<file path="src/rtl/cpu_bus_pkg.sv">
// Shared definitions for requesters on the execution-unit memory bus:
// owner encoding, default arbitration limits and bus widths.
package cpu_bus_pkg;

    typedef enum logic {
        CPU_OWN = 1'b0,
        DMA_OWN = 1'b1
    } owner_e;

    localparam int MAX_WAIT_DEF  = 8;
    localparam int BURST_MAX_DEF = 4;
    localparam int BUS_DATA_W    = 16;
    localparam int BUS_ADDR_W    = 16;

    // Counter width able to hold 0..max_val, never narrower than one bit.
    function automatic int cnt_w(input int max_val);
        return (max_val < 2) ? 1 : $clog2(max_val + 1);
    endfunction

endpackage

</file>
<file path="src/rtl/arb_sched.sv">
// Ownership scheduler for the shared memory port: counts how long a DMA
// request has waited under CPU ownership and how long the DMA burst has run.
module arb_sched
    import cpu_bus_pkg::*;
#(
    parameter int MAX_WAIT  = MAX_WAIT_DEF,
    parameter int BURST_MAX = BURST_MAX_DEF
) (
    input  logic   clk,
    input  logic   rst_n,
    input  logic   dma_req,
    output owner_e owner
);

    localparam int WAIT_W  = cnt_w(MAX_WAIT);
    localparam int BURST_W = cnt_w(BURST_MAX);
    localparam logic [WAIT_W-1:0]  WAIT_LIM  = WAIT_W'(MAX_WAIT);
    localparam logic [BURST_W-1:0] BURST_LIM = BURST_W'(BURST_MAX);

    owner_e             owner_q;
    owner_e             owner_d;
    logic [WAIT_W-1:0]  wait_cnt;
    logic [WAIT_W-1:0]  wait_cnt_d;
    logic [BURST_W-1:0] burst_cnt;
    logic [BURST_W-1:0] burst_cnt_d;

    function automatic logic [WAIT_W-1:0] sat_inc_wait(input logic [WAIT_W-1:0] cnt);
        return (cnt == WAIT_LIM) ? cnt : cnt + 1'b1;
    endfunction

    function automatic logic [BURST_W-1:0] sat_inc_burst(input logic [BURST_W-1:0] cnt);
        return (cnt == BURST_LIM) ? cnt : cnt + 1'b1;
    endfunction

    always_ff @(posedge clk or negedge rst_n) begin
        if (!rst_n) begin
            owner_q   <= CPU_OWN;
            wait_cnt  <= '0;
            burst_cnt <= '0;
        end else begin
            owner_q   <= owner_d;
            wait_cnt  <= wait_cnt_d;
            burst_cnt <= burst_cnt_d;
        end
    end

    // Counters restart from zero on every ownership change, which is what
    // guarantees the CPU MAX_WAIT+1 cycles between consecutive bursts.
    always_comb begin
        owner_d     = owner_q;
        wait_cnt_d  = wait_cnt;
        burst_cnt_d = burst_cnt;
        if (owner_q == CPU_OWN) begin
            burst_cnt_d = '0;
            if (!dma_req) begin
                wait_cnt_d = '0;
            end else if (wait_cnt == WAIT_LIM) begin
                owner_d     = DMA_OWN;
                wait_cnt_d  = '0;
                burst_cnt_d = BURST_W'(1);
            end else begin
                wait_cnt_d = sat_inc_wait(wait_cnt);
            end
        end else begin
            wait_cnt_d = '0;
            if (!dma_req || burst_cnt == BURST_LIM) begin
                owner_d     = CPU_OWN;
                burst_cnt_d = '0;
            end else begin
                burst_cnt_d = sat_inc_burst(burst_cnt);
            end
        end
    end

    assign owner = owner_q;

endmodule

</file>
<file path="src/rtl/mem_arbiter.sv">
// Two-requester memory arbiter: the execution unit owns the port by default,
// a DMA requester is granted bounded bursts after a bounded wait.
module mem_arbiter
    import cpu_bus_pkg::*;
#(
    parameter int MAX_WAIT  = MAX_WAIT_DEF,
    parameter int BURST_MAX = BURST_MAX_DEF,
    parameter int DATA_W    = BUS_DATA_W,
    parameter int ADDR_W    = BUS_ADDR_W
) (
    input  logic              clk,
    input  logic              rst_n,
    input  logic [ADDR_W-1:0] cpu_addr,
    input  logic              cpu_byte_enable,
    input  logic [DATA_W-1:0] cpu_wdata,
    input  logic              cpu_we,
    output logic [DATA_W-1:0] cpu_rdata,
    output logic              cpu_stall,
    input  logic              dma_req,
    input  logic [ADDR_W-1:0] dma_addr,
    input  logic              dma_byte_enable,
    input  logic [DATA_W-1:0] dma_wdata,
    input  logic              dma_we,
    output logic              dma_gnt,
    output logic              dma_rvalid,
    output logic [DATA_W-1:0] dma_rdata,
    output logic [ADDR_W-1:0] mem_addr,
    output logic              mem_byte_enable,
    output logic [DATA_W-1:0] mem_wdata,
    output logic              mem_we,
    input  logic [DATA_W-1:0] mem_rdata
);

    owner_e            owner;
    owner_e            last_owner;
    logic              last_we;
    logic              vld_p1;
    logic              cpu_rd_p1;
    logic [DATA_W-1:0] cpu_rdata_q;

    arb_sched #(
        .MAX_WAIT  (MAX_WAIT),
        .BURST_MAX (BURST_MAX)
    ) u_sched (
        .clk     (clk),
        .rst_n   (rst_n),
        .dma_req (dma_req),
        .owner   (owner)
    );

    assign dma_gnt   = (owner == DMA_OWN);
    assign cpu_stall = dma_gnt;

    // p0: owner's request goes straight to the port; a granted DMA cycle
    // without a request becomes a dead cycle with writes suppressed.
    always_comb begin
        mem_addr        = cpu_addr;
        mem_byte_enable = cpu_byte_enable;
        mem_wdata       = cpu_wdata;
        mem_we          = cpu_we;
        if (dma_gnt) begin
            mem_addr        = dma_addr;
            mem_byte_enable = dma_byte_enable;
            mem_wdata       = dma_wdata;
            mem_we          = dma_req & dma_we;
        end
    end

    always_ff @(posedge clk or negedge rst_n) begin
        if (!rst_n) begin
            last_owner  <= CPU_OWN;
            last_we     <= 1'b1;
            vld_p1      <= 1'b0;
            cpu_rdata_q <= '0;
        end else begin
            last_owner <= owner;
            last_we    <= mem_we;
            vld_p1     <= dma_gnt & dma_req & ~dma_we;
            if (cpu_rd_p1) begin
                cpu_rdata_q <= mem_rdata;
            end
        end
    end

    // p1: mem_rdata belongs to whoever read in the previous cycle; the CPU
    // copy is held so it survives a stall that follows the read.
    assign cpu_rd_p1  = (last_owner == CPU_OWN) && !last_we;
    assign cpu_rdata  = cpu_rd_p1 ? mem_rdata : cpu_rdata_q;
    assign dma_rvalid = vld_p1;
    assign dma_rdata  = mem_rdata;

endmodule

</file>
<file path="config.mk">
export PLATFORM = sky130hd
export DESIGN_NAME = mem_arbiter
export DESIGN_NICKNAME = d
export VERILOG_FILES = /design/src/rtl/cpu_bus_pkg.sv /design/src/rtl/arb_sched.sv /design/src/rtl/mem_arbiter.sv
export SDC_FILE = /design/constraint.sdc
export NUM_CORES = 1
export LEC_CHECK = 0
export BUFFER_PORTS_ARGS = -buffer_cell sky130_fd_sc_hd__buf_2
export CAP_MARGIN = 30
export CORE_ASPECT_RATIO = 1.25
export CORE_UTILIZATION = 37
export DETAILED_ROUTE_END_ITERATION = 8
export PLACE_DENSITY = 0.81
export SLEW_MARGIN = 20
export SYNTH_ARGS = -nofsm -noshare
export SYNTH_HDL_FRONTEND = slang
export SYNTH_SLANG_ARGS = --single-unit
export TNS_END_PERCENT = 100
</file>
<file path="constraint.sdc">
create_clock -name clk -period 1.6 [get_ports clk]
set_input_delay 0.24 -clock clk [delete_from_list [all_inputs] [get_ports clk]]
set_output_delay 0.24 -clock clk [all_outputs]
set_load 0.1 [all_outputs]
</file>
==> reports/metrics.yaml, run 1 <==
fin_nets: 377
synth_nets: 225
grt_max_degree: 28
path_class: "reg -> out"
n_fill_cell: 202
post-route-period-util: 1.15
fp.dieW_um: 61.4
grt_pass1_wl_mm: 9.32
worstPathArrival_ps: 1600
synth_largest_area_cell: "dfrtp_1"
routed_wl_mm: 7.71
die_area_sq_um: 4670
drt_iter0_drc: 52
numCtsBuffers: 3
fin_skew_ps: 8.29
rsz0062_at_grt: "true"
synth_top_area_frac: 0.399
postLayoutSetupSlackWorst_ps: -241
grt_overflow: 0
min_from: "dma_we"
crit_start: "last_we$_DFF_PN1_"
clock_latency_ps: 290
syn_area_per_cell_sq_um: 12.2
peakVddDrop_mv: 0.763
hpwl_mm: 5.14
crit_chain: "nor2_4 -> clkbuf_16 -> mux2_4 -> buf_12"
worst_ep_required_time_ps: 1360
cellLeakagePower_nw: 1.79
drc_errors: 0
setup_tns_ps: -9170
cts_buffer_depth: 2
syn_area_sq_um: 1630
avgRoutedWirePerCell_um: 22.5
num_vias: 1718
synth_seq_area_share: 0.416
fin_crit_ps: 1840
cts.clk_slew.worst_paths_ps: 100
clock.fmax_ghz: 0.543
cts_root_buf: "clkbuf_8"
worst_pin_slew_ps: 613
hold_slack_ps: 158
track_usage: 0.279
start_util: 0.391
rows: 26
grt_pass1_vias: 1816
io_pins: 156
synthCells: 134
first_pass_iters: 4
synth_seq_cells: 27
violations: "negative setup slack"
fp.dieH_um: 76.2
pwr_density_cell_nw_per_um2: 797
run_status: "finished, violations left"
r2r_start: "u_sched.owner$_DFF_PN0_"
antenna_found_initial: 1
hold_viol_final: 0
area_delta_synth_final_pct: 118
gp_congestion: 0.848
synthTopCellsByArea: "dfrtp_1 40%, mux2_2 34%, buf_4 9.2%"
yosysWarnings: 0
synth_cell_types: 24
cap_violations: 0
whs_path_depth: 2
slew_headroom: 0.591
reg2reg_depth: 4
slew_viol_final: 0
critical_path.max_stage_delay_ps: 560
htreeDepth: 1
cts_tree: "built"
critPathMaxFanout: 8
cp-start-kind: "flip-flop"
port-buffer-count: 155
setup_violations: 50
cts_sinks: 27
hold_class: "in -> reg"
drive_gt1_frac: 0.800
routed_via_density: 5.02
coreArea_sq_um: 4160
endpoint_kind: "output port"
ant_nets: 0
slowest_stage: "dfstp_2"
## state kept, by name (all words and copies together) (netlist names)
signal / cells
cpu_rdata_q: 16
u_sched.wait_cnt: 4
u_sched.burst_cnt: 3
dma_rvalid: 1
last_owner: 1
last_we: 1
u_sched.owner: 1
## cell type report
class                   instances  area (sq um)  share of cell area
inverters                       6          22.5             0.00634
multi-input cells              78           943               0.265
repair buffers                170          1790               0.503
clock inverters                 1          5.00             0.00141
well taps                      56          70.1              0.0197
flip-flops and latches         27           681               0.191
diodes                          1          2.50            0.000704
clock buffers                   3          41.3              0.0116
## per-stage QoR
| step | cells | area, sq um | util | worst slack (ps) | power [mW] |
|---|---|---|---|---|---|
| finish | 342 | 3550 | 0.854 | -241 | 2.83 |
| global route | 342 | 3550 | 0.854 | -277 | 2.90 |
| CTS | 338 | 3460 | 0.830 | -194 | 2.76 |
| detailed placement | 326 | 3270 | 0.785 | -25.2 | 2.36 |
| global placement | 326 | 3270 | 0.785 | 7.80 | 2.34 |
| floorplan | 134 | 1770 | - | -115 | 1.79 |
## cells by family (layout without fill, tap and decap cells)
kind of cell,Yosys count,after routing,share of synthesized area
and+or+nand+nor,18,18,0.0653
adders and majority gates,4,4,0.0307
xor gates and xnor gates,1,1,0.00538
other,0,1,0
muxes,50,50,0.345
buffers and inverters,29,180,0.119
AOI/OAI and AO/OA,5,5,0.0192
DFF,27,27,0.416
## worst paths after layout
check,end,slack [ps]
min in group asynchronous,cpu_rdata_q[9]$_DFF_PN0_,490
worst min-delay path,dma_rvalid$_DFF_PN0_,160
max in group asynchronous,u_sched.owner$_DFF_PN0_,650
worst min register to register,cpu_rdata_q[0]$_DFF_PN0_,530
worst max register to register,u_sched.burst_cnt[0]$_DFFE_PN0P_,100
worst max-delay path,cpu_rdata[15],-240
## critical path: cells and delay by family (launching register included)
kind | cells | cell delay (ps)
buf+inv | 2 | 340
flops | 1 | 560
mux | 1 | 340
simple gates | 1 | 60
## where the power goes
group / switching, mW / internal [mW] / total, mW
logic: 1.08 / 0.582 / 1.67
registers: 0.0281 / 0.734 / 0.762
clock network: 0.230 / 0.176 / 0.405
total: 1.34 / 1.49 / 2.83
## repair_timing
action                     in CTS  in global routing
setup endpoints to repair      49                 53
pin swaps                       2                  2
hold endpoints to repair       26                  0
gates cloned                    1                  3
resized for setup               6                 14
hold buffers                    1                  0
setup buffers                   6                  2
## placed cells by master, fill, tap and decap left out, drive strengths merged
master         n
buf          166
mux2          49
dfrtp         26
inv            6
nor2           6
clkbuf         6
ha             4
nand2          3
nand3b         2
a21oi          2
nand3          2
diode          1
xnor2          1
nor3b          1
or3b           1
o211ai         1
nand4b         1
a311oi         1
or2            1
o21ai          1
mux2i          1
and4           1
clkinv         1
dlygate4sd3    1
dfstp          1
## metal layers
layer / global-route usage / vias to the layer above / wire length, um
li1: - / 746 / -
met1: 0.271 / 837 / 2320
met2: 0.537 / 111 / 4340
met3: 0.0645 / 24 / 727
met4: 0.0933 / 0 / 323
met5: 0 / - / 0
## cell usage after synthesis
| cell type | number |
|---|---|
| mux2_2 | 49 |
| dfrtp_1 | 26 |
| a311oi_1 | 1 |
| or3b_1 | 1 |
| mux2i_1 | 1 |
| nand3b_1 | 2 |
| a21oi_1 | 2 |
| xnor2_1 | 1 |
| inv_1 | 6 |
| buf_4 | 20 |
| nor2_4 | 1 |
| nand4b_1 | 1 |
| o21ai_0 | 1 |
| buf_2 | 2 |
| or2_2 | 1 |
| nand2_1 | 3 |
| dfstp_2 | 1 |
| and4_1 | 1 |
| ha_1 | 4 |
| o211ai_1 | 1 |
| nor2_1 | 5 |
| nand3_1 | 2 |
| buf_6 | 1 |
| nor3b_1 | 1 |
(Power assumes the default switching activity.)
==> inputs of run 2 (changes only) <==
--- a/config.mk
+++ b/config.mk
@@ -12,5 +12,5 @@
 export DETAILED_ROUTE_END_ITERATION = 8
 export PLACE_DENSITY = 0.81
-export SLEW_MARGIN = 20
+export SLEW_MARGIN = 40
 export SYNTH_ARGS = -nofsm -noshare
 export SYNTH_HDL_FRONTEND = slang
==> constraint.sdc (replaced) <==
create_clock -name clk -period 1.6 [get_ports clk]
set_input_delay 0.08 -clock clk [delete_from_list [all_inputs] [get_ports clk]]
set_output_delay 0.08 -clock clk [all_outputs]
set_load 0.1 [all_outputs]
==> run 2 against run 1 <==
Largest cell class unchanged; combinational power is 9.6% lower; critical endpoint is now cpu_rdata[4]; the run still ends with negative setup slack left; cell area is 15% lower; flip-flop and latch count stayed put; first-iteration DRC count down 17%; hold slack worse by 77 ps; worst setup slack better by 190 ps.
==> reports/metrics.yaml, run 2 (synthesis results as in run 1) <==
dp.cells: 323  # -0.92%
path_buf_inv: 2  # unchanged
largest_register_ffs: 16  # unchanged
reg2reg_depth: 4  # unchanged
crit_chain: "nor2_4 -> clkbuf_16 -> mux2_4 -> buf_12"
fin_nets: 369  # -2.1%
grt_overflow: 0  # unchanged
n_fill_cell: 275  # +36%
p_comb_frac: 0.567  # -0.021
first_pass_iters: 4  # unchanged
grt_pass1_vias: 1556  # -14%
hold_slack_ps: 80.5  # -77.0 ps
ant_nets: 0  # unchanged
critical_path.max_stage_delay_ps: 560  # about the same
fin_skew_ps: 6.04  # -2.25 ps
rows: 26  # unchanged
top_register: "cpu_rdata_q"
drive_gt1_frac: 0.787  # -0.0130
critPathMaxFanout: 8  # unchanged
drc_errors: 0  # unchanged
run_status: "finished, violations left"
cts_root_buf: "clkbuf_8"
cts_tree: "built"
slew_viol_final: 0  # unchanged
whs_path_depth: 2  # unchanged
cts.clk_slew.worst_paths_ps: 100  # about the same
routed_via_density: 4.78  # -4.8%
coreArea_sq_um: 4160  # unchanged
slew_headroom: 0.605  # +0.0139
clock_latency_ps: 270  # -20 ps
reg_top3: "cpu_rdata_q: 16 flops, u_sched.wait_cnt: 4 flops, u_sched.burst_cnt: 3 flops"
place_area_sq_um: 2610  # -20%
postLayoutCoreUtil: 0.725  # -0.128
hpwl_mm: 4.16  # -19%
critPathTopFamily: "flip-flops"
clkPwrFrac: 0.149  # +0.006
grt_pass1_wl_mm: 7.48  # -20%
path_class: "reg -> out"
clock.fmax_ghz: 0.606  # +12%
drt_iter0_drc: 43  # -17%
rsz0062_at_grt: "true"
die_area_sq_um: 4670  # unchanged
worst_ep_required_time_ps: 1520  # +160 ps
fin_cells: 336  # -1.8%
cts_buffer_depth: 2  # unchanged
switchingPower_mw: 1.28  # -4.9%
mostFrequentLayoutCells: "103 x buf_2, 33 x mux2_2, 28 x buf_6"
avgRoutedWirePerCell_um: 17.1  # -24%
fin_crit_ps: 1650  # -191 ps
cap_violations: 0  # unchanged
p_int_mw: 1.38  # -7.5%
peakVddDrop_mv: 0.417  # -45%
track_usage: 0.213  # -0.0653
port-buffer-count: 155  # unchanged
antenna_found_initial: 2  # +1
worstPathArrival_ps: 1570  # -30 ps
area_delta_synth_final_pct: 85.4
setup_tns_ps: -458  # +8710 ps
setup_violations: 16  # -68%
hold_class: "in -> reg"
fp.dieW_um: 61.4  # unchanged
violations: "negative setup slack"
htreeDepth: 1  # unchanged
cp-start-kind: "flip-flop"
routed_wl_mm: 5.76  # -25%
grt_max_degree: 28  # unchanged
cellLeakagePower_nw: 1.52  # -15%
gp_congestion: 0.803  # -5.4%
io_pins: 156  # unchanged
fp.dieH_um: 76.2  # unchanged
mostFrequentLayoutCell: "buf_2"
slowest_stage: "dfstp_2"
seq_power_share: 0.285  # +0.016
endpoint_kind: "output port"
postLayoutCellArea_sq_um: 3020  # -15%
post-route-period-util: 1.03  # -0.119
numCtsBuffers: 3  # unchanged
start_util: 0.391  # unchanged
p_total_mw: 2.66  # -6.3%
postLayoutSetupSlackWorst_ps: -50.0  # +191 ps
worst-path-stages: 4  # unchanged
pre_cts_slack_ps: 75.0  # +100 ps
num_vias: 1606  # -6.5%
worst_pin_slew_ps: 592  # -20.9 ps
pwr_density_cell_nw_per_um2: 879  # +10%
hold_viol_final: 0  # unchanged
cts_sinks: 27  # unchanged
switching_share: 0.481  # +0.00703
==> run 2: cell count changes in the layout (fill, tap and decap cells not counted) <==
cell,before,now
buf_12,56,22
clkbuf_16,3,1
nand3_1,1,2
clkinv_2,1,0
nand3_2,1,0
mux2_2,4,33
clkinvlp_4,0,1
buf_4,3,6
diode_2,1,3
mux2_4,45,16
dlygate4sd3_1,1,2
buf_6,4,28
==> run 2: power by group through the flow <==
stage                     clock network (mW)  logic (mW)  registers, mW
after global routing                   0.427        1.55          0.759
after floorplan                            0        1.00          0.761
after detailed placement                   0        1.38          0.766
final                                  0.394        1.51          0.755
after global placement                     0        1.37          0.762
after CTS                              0.396        1.43          0.752
==> run 2: worst reg2reg max path: stages (launching register included) <==
cell and delay [ps]:
dfrtp_1 400, inv_1 70, ha_1 210, or3b_1 360, a311oi_1 220
==> run 2: final timing paths <==
path,from,endpoint,slack [ps]
max,last_we$_DFF_PN1_,cpu_rdata[4],-50
min,mem_rdata[15],cpu_rdata_q[15]$_DFF_PN0_,80
max reg2reg,u_sched.wait_cnt[0]$_DFF_PN0_,u_sched.wait_cnt[3]$_DFF_PN0_,250
min reg2reg,u_sched.wait_cnt[0]$_DFF_PN0_,u_sched.wait_cnt[0]$_DFF_PN0_,490
max in group asynchronous,rst_n,u_sched.owner$_DFF_PN0_,820
min in group asynchronous,rst_n,cpu_rdata_q[14]$_DFF_PN0_,340
==> run 2: area by class of cell <==
type	instances	area, sq um	area share
Multi-Input combinational cell	78	830	0.275
Sequential cell	27	681	0.225
Timing Repair Buffer	162	1360	0.451
Tap cell	56	70.1	0.0232
Clock buffer	3	41.3	0.0137
Antenna cell	3	7.51	0.00249
Inverter	6	22.5	0.00746
Clock inverter	1	7.51	0.00249
==> run 2: per-layer routing <==
layer	vias up	global-route usage	share of wire
met5	-	0	0.0023
met4	2	0.0644	0.013
met3	10	0.0492	0.10
met2	123	0.372	0.52
met1	734	0.250	0.36
li1	737	-	-
==> run 2: timing repair <==
item                                    4_1_cts  5_1_grt
pin swaps                                     1        1
gates cloned                                  0        1
hold endpoints to repair                     27        0
endpoints found under the setup margin       50       44
gates resized for setup                      38       40
hold buffers                                  2        0
setup buffers                                 3        0
==> inputs of run 3 (changes only) <==
- CORE_MARGIN: not set -> 1
- SETUP_SLACK_MARGIN: not set -> 0.4
- SKIP_LAST_GASP: not set -> 1
==> run 3 against run 2 <==
The flow still finishes with violations (negative setup slack); hold slack got worse by 18 ps; largest power group unchanged; critical path type unchanged; register-to-register slack worse by 100 ps; flip-flop and latch count did not move; sequential share of layout area fell by 3.6 points.
==> reports/metrics.yaml, run 3 (synthesis results as in run 1) <==
run_status: "finished, violations left"
violations: "negative setup slack"
slew_headroom: 0.590  # -0.0152
routed_via_density: 5.02  # +5.0%
routed_wl_mm: 7.13  # +24%
dp.cells: 327  # +1.2%
drive_gt1_frac: 0.815  # +0.0281
n_fill_cell: 213  # -23%
port-buffer-count: 155  # unchanged
cp-start-kind: "flip-flop"
slowest_stage: "dfstp_2"
hold_slack_ps: 62.5  # -18.0 ps
peakVddDrop_mv: 0.711  # +71%
ant_nets: 0  # unchanged
crit_chain: "nor2_4 -> buf_12 -> mux2_4 -> buf_12"
io_pins: 156  # unchanged
mostFrequentLayoutCell: "buf_2"
setup_violations: 15  # -1
fin_nets: 384  # +4.1%
fp.dieH_um: 76.2  # unchanged
mostFrequentLayoutCells: "103 x buf_2, 54 x buf_12, 49 x mux2_4"
clock_latency_ps: 270  # about the same
hold_class: "in -> reg"
post-route-period-util: 1.01  # -0.0244
hold_viol_final: 0  # unchanged
worst_ep_required_time_ps: 1520  # about the same
postLayoutCoreUtil: 0.863  # +0.137
place_area_sq_um: 3310  # +27%
path_common_cell: "buf_12"
area_delta_synth_final_pct: 121
postLayoutSetupSlackWorst_ps: -10.9  # +39.1 ps
numCtsBuffers: 3  # unchanged
rsz0062_at_grt: "true"
coreArea_sq_um: 4160  # unchanged
die_area_sq_um: 4670  # unchanged
pwr_density_cell_nw_per_um2: 785  # -11%
worst_pin_slew_ps: 615  # +22.8 ps
diodes: 0  # -3
cap_violations: 0  # unchanged
clkPwrFrac: 0.134  # -0.015
reg_top3: "cpu_rdata_q: 16 flops, u_sched.wait_cnt: 4 flops, u_sched.burst_cnt: 3 flops"
grt_overflow: 0  # unchanged
largest_register_ffs: 16  # unchanged
multiInputGateArea_sq_um: 980  # +18%
cts_sinks: 27  # unchanged
track_usage: 0.284  # +0.0704
endpoint_kind: "output port"
p_int_mw: 1.51  # +9.6%
avgRoutedWirePerCell_um: 20.5  # +19%
cts_buffer_depth: 2  # unchanged
antenna_found_initial: 0  # -2
cellLeakagePower_nw: 1.83  # +20%
clock.fmax_ghz: 0.621  # +2.4%
cts.clk_slew.worst_paths_ps: 90  # about the same
path_class: "reg -> out"
first_pass_iters: 4  # unchanged
start_util: 0.391  # unchanged
grt_pass1_wl_mm: 9.52  # +27%
grt_max_degree: 28  # unchanged
num_vias: 1747  # +8.8%
cts_root_buf: "clkbuf_8"
p_comb_frac: 0.597  # +0.030
fp.dieW_um: 61.4  # unchanged
hpwl_mm: 5.15  # +24%
grt_pass1_vias: 1836  # +18%
rows: 26  # unchanged
drt_iter0_drc: 53  # +23%
cts_tree: "built"
htreeDepth: 1  # unchanged
fin_skew_ps: 3.23  # -2.81 ps
fin_crit_ps: 1610  # -39.1 ps
slew_viol_final: 0  # unchanged
critical_path.max_stage_delay_ps: 560  # about the same
seq_power_share: 0.268  # -0.017
drc_errors: 0  # unchanged
critPathMaxFanout: 16  # +8
postLayoutCellArea_sq_um: 3590  # +19%
seq_area_sq_um: 681  # unchanged
fin_cells: 348  # +3.6%
switching_share: 0.464  # -0.0164
worstPathArrival_ps: 1530  # -40 ps
top_register: "cpu_rdata_q"
switchingPower_mw: 1.31  # +2.6%
gp_congestion: 0.881  # +9.8%
[run 3: cell type report]
type,count,share of cell area
Sequential cell,27,0.189
Timing Repair Buffer,177,0.499
Inverter,6,0.00627
Clock buffer,3,0.0115
Tap cell,56,0.0195
Clock inverter,1,0.00139
Multi-Input combinational cell,78,0.273
[run 3: repair_timing]
action | 4_1_cts | 5_1_grt
buffers inserted | 11 | 4
endpoints found under the hold margin | 27 | 0
setup endpoints to repair | 73 | 73
hold buffers | 2 | 0
pin swaps | 3 | 3
gates resized for setup | 15 | 8
cloned | 0 | 0
[run 3: through the flow]
step           setup WS (ps)  TNS [ps]  power, mW
3_5_place_dp            53.8         0       2.40
6_report               -10.9     -62.9       2.82
2_1_floorplan          -49.6     -49.6       1.83
5_1_grt                -44.1      -754       2.91
4_1_cts                -24.1      -251       2.82
3_3_place_gp            98.8         0       2.37
[run 3: final timing paths]
path / startpoint / to / slack [ps] / cells after the start
setup / recovery: last_we$_DFF_PN1_ / cpu_rdata[11] / -10 / 4
hold / removal: cpu_we / last_we$_DFF_PN1_ / 60 / 3
setup reg to reg: last_we$_DFF_PN1_ / cpu_rdata_q[11]$_DFF_PN0_ / 150 / 5
hold reg to reg: cpu_rdata_q[7]$_DFF_PN0_ / cpu_rdata_q[7]$_DFF_PN0_ / 530 / 1
max in group asynchronous: rst_n / u_sched.owner$_DFF_PN0_ / 800 / 2
min in group asynchronous: rst_n / cpu_rdata_q[3]$_DFF_PN0_ / 340 / 2
[run 3: power groups by stage]
| stage | clock, mW | sequential, mW | combinational (mW) |
|---|---|---|---|
| floorplan | 0 | 0.763 | 1.06 |
| finish | 0.379 | 0.757 | 1.68 |
| CTS | 0.394 | 0.756 | 1.67 |
| global route | 0.418 | 0.761 | 1.73 |
| global placement | 0 | 0.770 | 1.60 |
| detailed placement | 0 | 0.768 | 1.63 |
[run 3: per-layer routing]
metal  global-route usage  vias to the layer above  part of all wire
li1                     -                      759                 -
met5                    0                        -                 0
met1                0.321                      836              0.35
met3                0.107                       14              0.13
met2                0.488                      138              0.50
met4               0.0711                        0             0.022
[run 3: critical path, delay by kind of cell, from the launching register on]
kind / cells / cell delay, ps
flip-flops: 1 / 560
multiplexers: 1 / 330
buffers and inverters: 2 / 320
AND/OR/NAND/NOR: 1 / 40
